--- config.mk ---
export PLATFORM = sky130hd
export DESIGN_NAME = vga_rx_timing
export DESIGN_NICKNAME = d
export VERILOG_FILES = /design/src/rtl/vga_rx_timing.sv
export SDC_FILE = /design/constraint.sdc
export NUM_CORES = 1
export LEC_CHECK = 0
export ABC_AREA = 1
export BUFFER_PORTS_ARGS = -buffer_cell sky130_fd_sc_hd__buf_4
export CORE_UTILIZATION = 54
export CTS_BUF_LIST = sky130_fd_sc_hd__clkbuf_8
export DETAILED_ROUTE_END_ITERATION = 8
export PLACE_DENSITY = 0.86
export REMOVE_ABC_BUFFERS = 1
export SLEW_MARGIN = 20
export SYNTH_ARGS = -nofsm -noshare
export SYNTH_HDL_FRONTEND = slang
export SYNTH_SLANG_ARGS = --single-unit
--- constraint.sdc ---
create_clock -name pclk -period 3.95 [get_ports pclk]
set_clock_uncertainty 0.2 [all_clocks]
set_input_delay 0.5925 -clock pclk [delete_from_list [all_inputs] [get_ports pclk]]
set_output_delay 0.5925 -clock pclk [all_outputs]
set_load 0.05 [all_outputs]
--- src/rtl/vga_rx_timing.sv ---
// VGA sink-side timing recovery: registers the link, measures line/frame periods,
// tracks lock and emits packed 12-bit pixels with recovered coordinates.
// Optional per-frame pixel checksum outputs are enabled by defining VGA_RX_CHECKSUM_EN.
module vga_rx_timing #(
  parameter int H_TOTAL     = 800,
  parameter int V_TOTAL     = 525,
  parameter int H_ACTIVE    = 640,
  parameter int V_ACTIVE    = 480,
  parameter int LOCK_FRAMES = 2
) (
  input  logic        pclk,
  input  logic        reset_n,
  input  logic        hsync,
  input  logic        vsync,
  input  logic        valid,
  input  logic [7:0]  vga_r,
  input  logic [7:0]  vga_g,
  input  logic [7:0]  vga_b,
  output logic [9:0]  h_addr,
  output logic [9:0]  v_addr,
  output logic [11:0] pix_data,
  output logic        pix_we,
  output logic [9:0]  line_len,
  output logic [9:0]  frame_lines,
  output logic        locked,
  output logic        timing_err
`ifdef VGA_RX_CHECKSUM_EN
  ,
  output logic [15:0] frame_sum,
  output logic        frame_sum_vld
`endif
);

  localparam logic [9:0] H_TOT  = 10'(H_TOTAL);
  localparam logic [9:0] V_TOT  = 10'(V_TOTAL);
  localparam logic [9:0] H_ACT  = 10'(H_ACTIVE);
  localparam logic [9:0] V_ACT  = 10'(V_ACTIVE);
  localparam logic [3:0] LOCK_N = 4'(LOCK_FRAMES);

  typedef enum logic [1:0] {
    SEARCH = 2'd0,
    CHECK  = 2'd1,
    LOCKED = 2'd2
  } state_t;

  function automatic logic [9:0] sat_inc10(input logic [9:0] v);
    return (v == 10'h3FF) ? v : v + 10'd1;
  endfunction

  function automatic logic [11:0] pack_rgb(input logic [7:0] r, input logic [7:0] g,
                                           input logic [7:0] b);
    return {r[7:4], g[7:4], b[7:4]};
  endfunction

  // Reset is asserted asynchronously but released in step with pclk.
  logic [1:0] rst_sync;
  logic       rst_n;

  always_ff @(posedge pclk or negedge reset_n) begin
    if (!reset_n) rst_sync <= 2'b00;
    else          rst_sync <= {rst_sync[0], 1'b1};
  end

  assign rst_n = rst_sync[1];

  // Stage p0: input registers; p1 holds the previous p0 sample for edge detection.
  logic       hs_p0, vs_p0, vld_p0;
  logic       hs_p1, vs_p1, vld_p1;
  logic [7:0] r_p0, g_p0, b_p0;

  always_ff @(posedge pclk or negedge rst_n) begin
    if (!rst_n) begin
      hs_p0  <= 1'b0;
      vs_p0  <= 1'b0;
      vld_p0 <= 1'b0;
      hs_p1  <= 1'b0;
      vs_p1  <= 1'b0;
      vld_p1 <= 1'b0;
      r_p0   <= '0;
      g_p0   <= '0;
      b_p0   <= '0;
    end else begin
      hs_p0  <= hsync;
      vs_p0  <= vsync;
      vld_p0 <= valid;
      hs_p1  <= hs_p0;
      vs_p1  <= vs_p0;
      vld_p1 <= vld_p0;
      r_p0   <= vga_r;
      g_p0   <= vga_g;
      b_p0   <= vga_b;
    end
  end

  logic hs_fall, vs_fall, vld_fall;

  assign hs_fall  = hs_p1 & ~hs_p0;
  assign vs_fall  = vs_p1 & ~vs_p0;
  assign vld_fall = vld_p1 & ~vld_p0;

  logic [9:0] hcnt, vld_cnt, lcnt, row, col;
  logic       have_line, col_full;
  state_t     state_q, state_d;
  logic [3:0] cnt_q, cnt_d;

  logic [9:0] line_len_new, lines_new, act_lines;
  logic       line_bad, frame_bad, sat_hit, col_ovf, mismatch;

  // The first hsync fall after reset or sync loss only starts a reference line.
  always_comb begin
    line_len_new = sat_inc10(hcnt);
    lines_new    = hs_fall ? sat_inc10(lcnt) : lcnt;
    act_lines    = vld_fall ? sat_inc10(row) : row;
    line_bad     = hs_fall && have_line &&
                   ((line_len_new != H_TOT) || ((vld_cnt != 10'd0) && (vld_cnt != H_ACT)));
    frame_bad    = vs_fall && (state_q != SEARCH) &&
                   ((lines_new != V_TOT) || (act_lines != V_ACT));
    sat_hit      = !hs_fall && (hcnt == 10'h3FE);
    col_ovf      = vld_p0 && col_full;
    mismatch     = line_bad | frame_bad | sat_hit | col_ovf;
  end

  always_ff @(posedge pclk or negedge rst_n) begin
    if (!rst_n) state_q <= SEARCH;
    else        state_q <= state_d;
  end

  always_ff @(posedge pclk or negedge rst_n) begin
    if (!rst_n) cnt_q <= '0;
    else        cnt_q <= cnt_d;
  end

  always_comb begin
    state_d = state_q;
    cnt_d   = cnt_q;
    if (mismatch) begin
      state_d = SEARCH;
      cnt_d   = '0;
    end else if (vs_fall) begin
      case (state_q)
        SEARCH: begin
          state_d = CHECK;
          cnt_d   = '0;
        end
        CHECK: begin
          cnt_d = cnt_q + 4'd1;
          if (cnt_q + 4'd1 == LOCK_N) state_d = LOCKED;
        end
        default: state_d = state_q;
      endcase
    end
  end

  assign locked = (state_q == LOCKED);

  logic pix_gate;
  assign pix_gate = (state_q == LOCKED) || ((state_q == CHECK) && (cnt_q != 4'd0));

  always_ff @(posedge pclk or negedge rst_n) begin
    if (!rst_n) begin
      hcnt        <= '0;
      vld_cnt     <= '0;
      have_line   <= 1'b0;
      lcnt        <= '0;
      row         <= '0;
      col         <= '0;
      col_full    <= 1'b0;
      line_len    <= '0;
      frame_lines <= '0;
      timing_err  <= 1'b0;
    end else begin
      timing_err <= mismatch;
      if (hs_fall) begin
        hcnt      <= '0;
        line_len  <= line_len_new;
        vld_cnt   <= {9'd0, vld_p0};
        have_line <= 1'b1;
      end else begin
        hcnt <= sat_inc10(hcnt);
        if (vld_p0)  vld_cnt   <= sat_inc10(vld_cnt);
        if (sat_hit) have_line <= 1'b0;
      end
      if (vs_fall) begin
        lcnt        <= '0;
        frame_lines <= lines_new;
      end else begin
        lcnt <= lines_new;
      end
      if (vs_fall)       row <= '0;
      else if (vld_fall) row <= sat_inc10(row);
      if (vld_fall) begin
        col      <= '0;
        col_full <= 1'b0;
      end else if (vld_p0) begin
        if (col == 10'h3FF) col_full <= 1'b1;
        else                col <= col + 10'd1;
      end
    end
  end

  // Stage p1: pixel output registers, two pclk after the pins.
  always_ff @(posedge pclk or negedge rst_n) begin
    if (!rst_n) begin
      pix_we   <= 1'b0;
      h_addr   <= '0;
      v_addr   <= '0;
      pix_data <= '0;
    end else begin
      pix_we <= vld_p0 & pix_gate;
      if (vld_p0 && pix_gate) begin
        h_addr   <= col;
        v_addr   <= row;
        pix_data <= pack_rgb(r_p0, g_p0, b_p0);
      end
    end
  end

`ifdef VGA_RX_CHECKSUM_EN
  logic [15:0] sum_acc, sum_add;

  assign sum_add = pix_we ? {4'd0, pix_data} : 16'd0;

  always_ff @(posedge pclk or negedge rst_n) begin
    if (!rst_n) begin
      sum_acc       <= '0;
      frame_sum     <= '0;
      frame_sum_vld <= 1'b0;
    end else begin
      frame_sum_vld <= vs_fall;
      if (vs_fall) begin
        frame_sum <= sum_acc + sum_add;
        sum_acc   <= '0;
      end else begin
        sum_acc <= sum_acc + sum_add;
      end
    end
  end
`endif

endmodule

==> out/metrics.csv, run 1 <==
metric;value;unit
outcome;finished clean;
synth_top_area_share;55.1;%
grt_pass1_vias;4657;
hold_path_class;input pin to flop;
synth_seq_area_share;55.1;%
power_switching;1.54;mW
wl_met2;5.90;mm
tightest_slew;0.758;ns
ys_types;38;
syn-cell-area;0.00600;mm2
tns;0;ns
clk_pin_slew_worst_paths;0.08;ns
drive_above_1_share;16.4;%
async_reset_ff_share;100;%
die_x;107;um
pwr-share-seq;41.4;%
fp.dieArea;0.0115;mm2
cp-start-kind;flop;
grt_max_degree;61;
drt_first_pass_iters;4;
initial_core_util;55.3;%
synth_most_common_cell;nand2_1;
finalSetupViolCount;0;
slew_headroom;49.4;%
stdcell_count;953;
insertion_delay;0.43;ns
r2r-start;hcnt[0];
cell_internal_pwr;2.54;mW
yosys_register_bits;132;
fin_crit_sh;71.3;%
grt_pass1_wl;20.4;mm
antenna_found_initial;0;
p_comb_share;29.6;%
fillers;874;
gr-usage-all-layers;22.9;%
postSynthCellCount;721;
hpwlAfterDp;8.12;mm
cts_buffers;17;
final_cell_area;0.00712;mm2
nets;839;
period_needed;2.82;ns
switching_share;37.7;%
maxSlewViolCount;0;
synth_common_cells;nand2_1 (211), dfrtp_1 (132), inv_1 (91), nor2_1 (69), o21ai_0 (52);
endpoint;cnt_q[1];
cap_violations;0;
dp_cells;920;
reg2reg_depth;13;
path_class;flop to flop;
place_worst_setup_slack;1.18;ns
synth_edf_count;0;
ctsResizeCount;0;
hold_viol_final;0;
synth_largest_area_cell;dfrtp_1;
ant_nets;0;
gp_congestion;0.847;
r2r_end;cnt_q[1];
num_rows;38;
max_freq;355;MHz
crit_start;hcnt[0];
ys.flop_type;dfrtp_1;
yosys_warnings;0;
port_buffers;71;
cts_max_level;4;
rsz0062_at_grt;no;
cp_max_fo;14;
cts_tree;done;
wl_met3;498;um
area_growth;18.7;%
clock_sinks;132;
ys_top_cells_by_area;dfrtp_1 (55%), nand2_1 (13%), inv_1 (5.7%);
critPathRequiredTime;4.12;ns
wire_per_inst;12.6;um
routed.top_layer;met4;
power_leakage;3.62;nW
drtIter0Drc;219;
placed_area;0.00669;mm2
power.density;573;mW/mm2
die_height;107;um
root_buffer;clkbuf_8;
drc;0;
worst_ep_arrival_time;2.99;ns
drt_wl_total;12.0;mm
postSynthAreaPerCell;8.32;um2
setup_ws;1.13;ns
grt-ovfl-total;0;
antennaDiodeCount;0;
ir_drop;0.000412;V
viasPerCell;5.10;
rrSetupSlack;1.13;ns
core-area;0.0108;mm2
p_clk_share;29.1;%
timing.hold.ws;0.0613;ns
ios;84;
cts_max_path_buffers;2;
vias;4856;
crit_path_end_kind;flop;
wl_met1;5.35;mm
[repair_timing]
action,4_1_cts,5_1_grt
hold buffers,1,0
endpoints found under the hold margin,2,0
buffers inserted,0,0
[through the flow]
stage | total power [mW] | util, %
floorplan | 2.54 | -
global placement | 2.88 | 61.7
detailed placement | 2.92 | 61.7
CTS | 4.11 | 65.7
global route | 4.30 | 65.7
finish | 4.08 | 65.7
[routing by layer]
metal | vias to the layer above | global-route usage (%)
met5 | - | 0
met4 | 0 | 9.10
met3 | 19 | 5.27
met2 | 116 | 38.3
met1 | 2281 | 28.7
li1 | 2440 | -
[worst max-delay path: stages, from the launching register on]
cell and delay, ns:
dfrtp_1 0.41, ha_1 0.28, inv_2 0.06, nor2_2 0.20, nand3_2 0.30, nand2_1 0.17, nand3_1 0.09, nor2_1 0.13
nand4_1 0.11, a21oi_1 0.35, nand2_2 0.15, nor2_4 0.15, nand3_1 0.09, nand2_1 0.07
[how the worst min path moves through the flow]
stage	startpoint	end	slack (ns)	depth (start not counted)
after floorplan	reset_n	rst_sync[0]	0.1	0
after global placement	rst_sync[0]	rst_sync[1]	0.14	0
after detailed placement	rst_sync[0]	rst_sync[1]	0.14	0
after CTS	vga_b[6]	b_p0[6]	0.04	1
after global routing	vga_g[6]	g_p0[6]	0.02	1
final	vga_g[6]	g_p0[6]	0.06	1
[layout by cell type (no fill, tap or decap), types with 3 or more instances in the layout]
master	count
nor2_2	3
a221oi_1	4
buf_4	76
xnor2_1	4
nand2_2	5
nand2_1	211
inv_6	4
a31oi_1	4
inv_1	92
nand4_1	15
bufinv_16	3
a21oi_1	20
clkbuf_8	18
nor3_1	8
nand3b_1	4
nand3_1	43
ha_1	10
o21ai_0	52
clkinv_4	3
inv_2	5
nor2_1	69
dfrtp_1	131
nor2_4	3
[registers in the layout (all words and copies together) (netlist names), 4 cells and up]
name / flops
v_addr: 10
line_len: 10
h_addr: 10
g_p0: 4
frame_lines: 10
row: 10
lcnt: 10
pix_data: 12
cnt_q: 4
b_p0: 4
r_p0: 4
hcnt: 10
col: 10
vld_cnt: 10
[kinds of logic after synthesis]
logic type / after synthesis / share of synthesized area (%)
other: 1 / 0.0625
DFF: 132 / 55.1
buffers and inverters: 114 / 7.36
adders and majority gates: 10 / 2.09
and+or+nand+nor: 371 / 26.7
xor gates and xnor gates: 6 / 0.876
AOI/OAI and AO/OA: 87 / 7.84
[power groups by stage]
stage	sequential (mW)	combinational, mW	clock [mW]
4_1_cts	1.69	1.21	1.21
6_report	1.69	1.21	1.19
5_1_grt	1.72	1.30	1.28
2_1_floorplan	2.17	0.368	0
3_3_place_gp	1.70	1.18	0
3_5_place_dp	1.71	1.21	0
[cell type report]
class / count / area (um2) / area share, %
multi-input cells: 475 / 2250 / 31.7
inverters: 96 / 360 / 5.06
flip-flops and latches: 132 / 3310 / 46.4
clock inverters: 14 / 175 / 2.46
well taps: 140 / 175 / 2.46
repair buffers: 78 / 601 / 8.44
clock buffers: 18 / 248 / 3.48
Note: power is estimated with default switching activity, not from simulation.
==> run 2, diff against run 1 <==
- CORE_UTILIZATION: 54 -> 55
- PLACE_DENSITY: 0.86 -> 0.84
- clock period: 3.95 -> 2.8 ns (I/O delays scaled with it)
==> run 2 against run 1 <==
  * Global-route usage grew 2.2 points
  * Sequential power grew 41%
  * Combinational power grew 44%
  * Critical path depth grew 2
  * Cell count grew 1.4%
  * Clock-buffer cell count shrank 1
  * Via count grew 3.6%
  * Utilization grew 3.5 points
  * First-iteration DRC count grew 25%
  * Wire length grew 8.0%
  * Worst hold slack gained 0.011 ns
  * Non-clock buffer count grew 17
==> out/metrics.csv, run 2 (synthesis results as in run 1) <==
metric;value;unit;change
die_height;106;um;-0.90%
vias;5033;;+3.6%
p_comb_share;30.8;%;+1.2 points
area_growth;20.7;%;
crit_path_end_kind;flop;;
worst_ep_arrival_time;2.78;ns;-0.21 ns
antenna_found_initial;0;;unchanged
gr-usage-all-layers;25.1;%;+2.2 points
path_class;flop to flop;;
max_freq;389;MHz;+9.6%
drc;0;;unchanged
root_buffer;clkbuf_8;;
power.density;778;mW/mm2;+36%
cts_buffers;17;;unchanged
cts_max_level;4;;unchanged
fin_crit_sh;91.8;%;+21 points
largest_register_ffs;12;;unchanged
grt_pass1_vias;5074;;+9.0%
viasPerCell;5.21;;+2.3%
final_common_cell;nand2_1;;
period_needed;2.57;ns;-0.246 ns
antennaDiodeCount;0;;unchanged
cts_max_path_buffers;2;;unchanged
grt_pass1_wl;22.2;mm;+8.7%
initial_core_util;57.3;%;+2.0 points
cts_tree;done;;
drtIter0Drc;274;;+25%
hold_path_class;input pin to asynchronous set/reset pin;;
switching_share;40.7;%;+3.0 points
clock_sinks;132;;unchanged
cp_max_fo;10;;-4
final_cell_mix;nand2_1 (211), dfrtp_1 (131), inv_1 (91), buf_4 (78), nor2_1 (69);;
cts_setup_buffers;0;;unchanged
cap_violations;0;;unchanged
stdcell_count;966;;+1.4%
grt-ovfl-total;0;;unchanged
p_clk_share;26.8;%;-2.3 points
rrSetupSlack;0.23;ns;-0.90 ns
gp_congestion;0.849;;+0.21%
fp.dieArea;0.0113;mm2;-1.8%
port_buffers;71;;unchanged
slew_headroom;60.8;%;+11 points
pwr-share-seq;42.3;%;+0.9 points
grt_max_degree;73;;+20%
dp_cells;918;;-0.22%
cp-start-kind;flop;;
wire_per_inst;13.4;um;+6.6%
core-area;0.0105;mm2;-3.5%
power_leakage;3.66;nW;+1.1%
ant_nets;0;;unchanged
maxSlewViolCount;0;;unchanged
critPathRequiredTime;3.01;ns;-1.11 ns
ios;84;;unchanged
drive_above_1_share;16.6;%;+0.27 points
final_util;69.2;%;+3.5 points
cell_internal_pwr;3.34;mW;+31%
rsz0062_at_grt;no;;
power_switching;2.29;mW;+49%
top_register;pix_data;;
die_x;106;um;-0.90%
finalSetupViolCount;0;;unchanged
insertion_delay;0.46;ns;+0.03 ns
drt_wl_total;12.9;mm;+8.0%
drt_first_pass_iters;5;;+1
num_rows;37;;-2.6%
ir_drop;0.000671;V;+63%
tightest_slew;0.587;ns;-0.172 ns
hold_viol_final;0;;unchanged
clk_pin_slew_worst_paths;0.09;ns;about the same
p_total;5.64;mW;+38%
nets;856;;+2.0%
hpwlAfterDp;8.82;mm;+8.7%
outcome;finished clean;;
==> run 2: final cells by class <==
type,count,area (um2)
Sequential cell,132,3310
Timing Repair Buffer,95,766
Tap cell,136,170
Fill cell,825,3220
Clock buffer,17,234
Multi-Input combinational cell,475,2270
Clock inverter,15,136
Inverter,96,360
==> run 2: what timing repair did <==
action	4_1_cts	5_1_grt
gates resized for setup	0	3
setup endpoints to repair	0	6
hold endpoints to repair	17	0
hold buffers	16	0
==> run 2: metrics by stage <==
step                      setup TNS (ns)  hold WS (ns)  setup WS [ns]  cell area, um2
final                                  0        0.0721          0.230            7240
after global routing                   0        0.0431        0.00215            7240
after CTS                              0        0.0486         0.0854            7230
after detailed placement               0       0.00516         0.0953            6700
after global placement                 0       0.00255          0.315            6700
after floorplan                  -175.49       -0.0756          -1.35            5920
==> run 2: worst paths after layout <==
kind	start	to	cells past startpoint
min in group pclk	rst_sync[0]	rst_sync[1]	0
max in group asynchronous	rst_sync[1]	pix_data[6]	1
min	reset_n	rst_sync[1]	2
min reg2reg	rst_sync[1]	vs_p0	0
max reg2reg	lcnt[0]	cnt_q[2]	15
max	lcnt[0]	cnt_q[2]	15
==> run 2: routing by layer <==
layer | vias to the layer above | GRT usage (%) | part of all wire (%)
met2 | 126 | 42.6 | 52
li1 | 2472 | - | -
met1 | 2408 | 29.8 | 42
met5 | - | 0 | 0
met4 | 0 | 10.8 | 1.8
met3 | 27 | 7.23 | 4.5
==> run 2: worst max-delay path, stage by stage (launching register included) <==
cell and delay [ns]:
dfrtp_1 0.44, ha_1 0.27, nand3_1 0.12, nor2_2 0.13, nand2_2 0.15, nand2_1 0.12
nand2_1 0.05, nand2_1 0.10, nand2_1 0.07, nor2_1 0.12, nand3_1 0.12, o21ai_2 0.22
nand2_2 0.12, nor2_4 0.14, nand3_1 0.09, nand2_1 0.06
==> run 2: power by group through the flow <==
stage                     logic (mW)  registers [mW]  clock network, mW
after floorplan                0.519            3.06                  0
after global placement          1.66            2.40                  0
after detailed placement        1.71            2.42                  0
after CTS                       1.74            2.38               1.54
after global routing            1.87            2.42               1.64
final                           1.74            2.39               1.51
==> run 3, diff against run 2 <==
- ABC_AREA: 1 -> default
==> run 3 against run 2 <==
  * The flow now finishes with violations (hold timing)
  * Worst hold slack worse by 0.077 ns
  * Global-route usage rose by 0.19 points
  * Via count fell by 3.3%
  * Utilization down 0.22 points
  * Critical path depth fell by 8
  * Combinational power shrank 24%
  * Largest cell class unchanged
==> out/metrics.csv, run 3 <==
metric;value;unit;change
ys_types;62;;+63%
top_register;pix_data;;
ir_drop;0.000532;V;-21%
maxSlewViolCount;0;;unchanged
die_height;106;um;-0.45%
ys.flop_type;dfrtp_1;;
grt-ovfl-total;0;;unchanged
crit_start;row[0];;
ios;84;;unchanged
antennaDiodeCount;0;;unchanged
synth_common_cells;nand2_1 (144), dfrtp_1 (132), nor2_1 (56), o21ai_0 (34), clkbuf_1 (25);;
ys_top_cells_by_area;dfrtp_1 (56%), nand2_1 (9.1%), nor2_1 (3.5%);;
muxShareOfSynthArea;1.71;%;+1.7 points
endpoint;state_q[0];;
drt_first_pass_iters;5;;unchanged
rrSetupSlack;0.13;ns;-0.10 ns
timing.hold.ws;-0.00519;ns;-0.0773 ns
clock_sinks;132;;unchanged
synth-compound-area-share;11.2;%;+3.3 points
synth_most_common_cell;nand2_1;;
cp_max_fo;7;;-3
cp-start-kind;flop;;
syn-cell-area;0.00594;mm2;-0.92%
num_rows;37;;unchanged
grt_pass1_vias;4849;;-4.4%
r2r-start;row[0];;
viasPerCell;5.72;;+9.8%
hold_path_class;flop to asynchronous set/reset pin;;
synth_largest_area_cell;dfrtp_1;;
final_cell_mix;nand2_1 (144), dfrtp_1 (131), buf_4 (84), nor2_1 (56), o21ai_0 (34);;
power.density;702;mW/mm2;-9.7%
synthAdderAreaFrac;2.11;%;+0.019 points
cap_violations;0;;unchanged
place_worst_setup_slack;0.147;ns;+0.0521 ns
finalSetupViolCount;0;;unchanged
synth_simple_gate_area_share;22.8;%;-3.9 points
drc;0;;unchanged
drt_wl_total;13.2;mm;+1.8%
grt_max_degree;90;;+23%
yosys_register_bits;132;;unchanged
setup_ws;0.127;ns;-0.103 ns
synth_top_area_share;55.6;%;+0.51 points
drtIter0Drc;257;;-6.2%
clk_pin_slew_worst_paths;0.07;ns;-0.02 ns
gp_congestion;0.900;;+6.1%
violations;hold timing;;
slew_headroom;37.8;%;-23 points
synth_edf_count;0;;unchanged
area_growth;20.9;%;
power_leakage;3.51;nW;-4.2%
synth_top_family_by_area;simple AND/OR/NAND/NOR gates;;
nets;742;;-13%
hold_viol_final;17;;+17
cts_buffers;17;;unchanged
fillers;782;;-5.2%
synth-xor-area-share;3.24;%;+2.4 points
insertion_delay;0.44;ns;-0.02 ns
r2r_end;state_q[0];;
initial_core_util;57.1;%;-0.27 points
postSynthCellCount;612;;-15%
final_util;69.0;%;-0.22 points
synth_seq_area_share;55.6;%;+0.51 points
cts_setup_buffers;0;;unchanged
outcome;finished with violations;;
final_common_cell;nand2_1;;
postSynthAreaPerCell;9.71;um2;+17%
worst_ep_arrival_time;2.82;ns;+0.04 ns
reg2reg_depth;7;;-8
gr-usage-all-layers;25.3;%;+0.19 points
root_buffer;clkbuf_8;;
tightest_slew;0.932;ns;+0.345 ns
fp.dieArea;0.0112;mm2;-0.90%
async_reset_ff_share;100;%;unchanged
max_freq;374;MHz;-3.9%
wire_per_inst;15.5;um;+16%
port_buffers;71;;unchanged
vias;4868;;-3.3%
tns;0;ns;unchanged
drive_above_1_share;18.2;%;+1.6 points
grt_pass1_wl;22.1;mm;-0.22%
crit_path_end_kind;flop;;
hpwlAfterDp;8.67;mm;-1.8%
yosys_warnings;0;;unchanged
largest_register_ffs;12;;unchanged
cts_max_path_buffers;2;;unchanged
die_x;106;um;-0.45%
antenna_found_initial;0;;unchanged
ant_nets;0;;unchanged
cts_max_level;4;;unchanged
critPathRequiredTime;2.95;ns;-0.06 ns
fin_crit_sh;95.5;%;+3.7 points
period_needed;2.67;ns;+0.103 ns
path_class;flop to flop;;
cts_tree;done;;
core-area;0.0104;mm2;-0.44%
run 3: through the flow:
stage	std cells	cell area (um2)	power [mW]	hold slack, ns
2_1_floorplan	583	5810	3.22	-0.0756
3_3_place_gp	804	6640	3.61	-0.00237
3_5_place_dp	804	6640	3.66	-0.000294
4_1_cts	851	7130	5.07	0.00652
5_1_grt	851	7190	5.28	0.0229
6_report	851	7190	5.05	-0.00519
run 3: worst min-delay path by stage:
stage | endpoint | slack [ns]
after floorplan | rst_sync[0] | -0.08
after global placement | v_addr[8] | -0.002
after detailed placement | v_addr[7] | -0.0003
after CTS | v_addr[7] | 0.007
after global routing | v_addr[8] | 0.02
final | v_addr[7] | -0.005
run 3: timing repair:
| item | 4_1_cts | 5_1_grt |
|---|---|---|
| setup endpoints to repair | 0 | 7 |
| hold endpoints to repair | 17 | 0 |
| gates resized for setup | 0 | 8 |
| hold buffers | 16 | 0 |
run 3: cells by family (layout without fill, tap and decap cells):
logic type      Yosys count  in the layout
xor+xnor                 22             22
simple gates            291            291
other cells               1              1
mux                      10             10
compound gates           99             99
flops                   132            132
fa+ha+maj                10             10
buf+inv                  47            150
run 3: layout make-up:
class / count / area [um2] / area share [%]
timing repair buffer: 101 / 811 / 11.3
tap: 136 / 170 / 2.37
clock buffer: 17 / 234 / 3.26
multi-input combinational: 433 / 2500 / 34.7
inverter: 18 / 67.6 / 0.940
sequential: 132 / 3310 / 46.0
clock inverter: 14 / 100 / 1.39
run 3: layer usage:
layer  GRT usage [%]  share of wire (%)  vias up
met5               0                  0        -
met2            42.8                 52      145
met4            10.8                2.3        0
met3            6.07                4.8       29
met1            31.0                 40     2410
li1                -                  -     2284
run 3: worst max-delay path: stages (launching register included):
cell and delay, ns:
dfrtp_1 0.38, ha_1 0.26, and4b_1 0.27, and3_4 0.20
a2111o_1 0.44, nor4_4 0.32, nand4_4 0.21, a311oi_2 0.30
run 3: where the power goes:
group	switching (mW)	internal (mW)	total, mW	leakage, nW
clock network	0.708	0.672	1.38	0.184
logic	0.916	0.417	1.33	1.58
registers	0.199	2.14	2.33	1.75
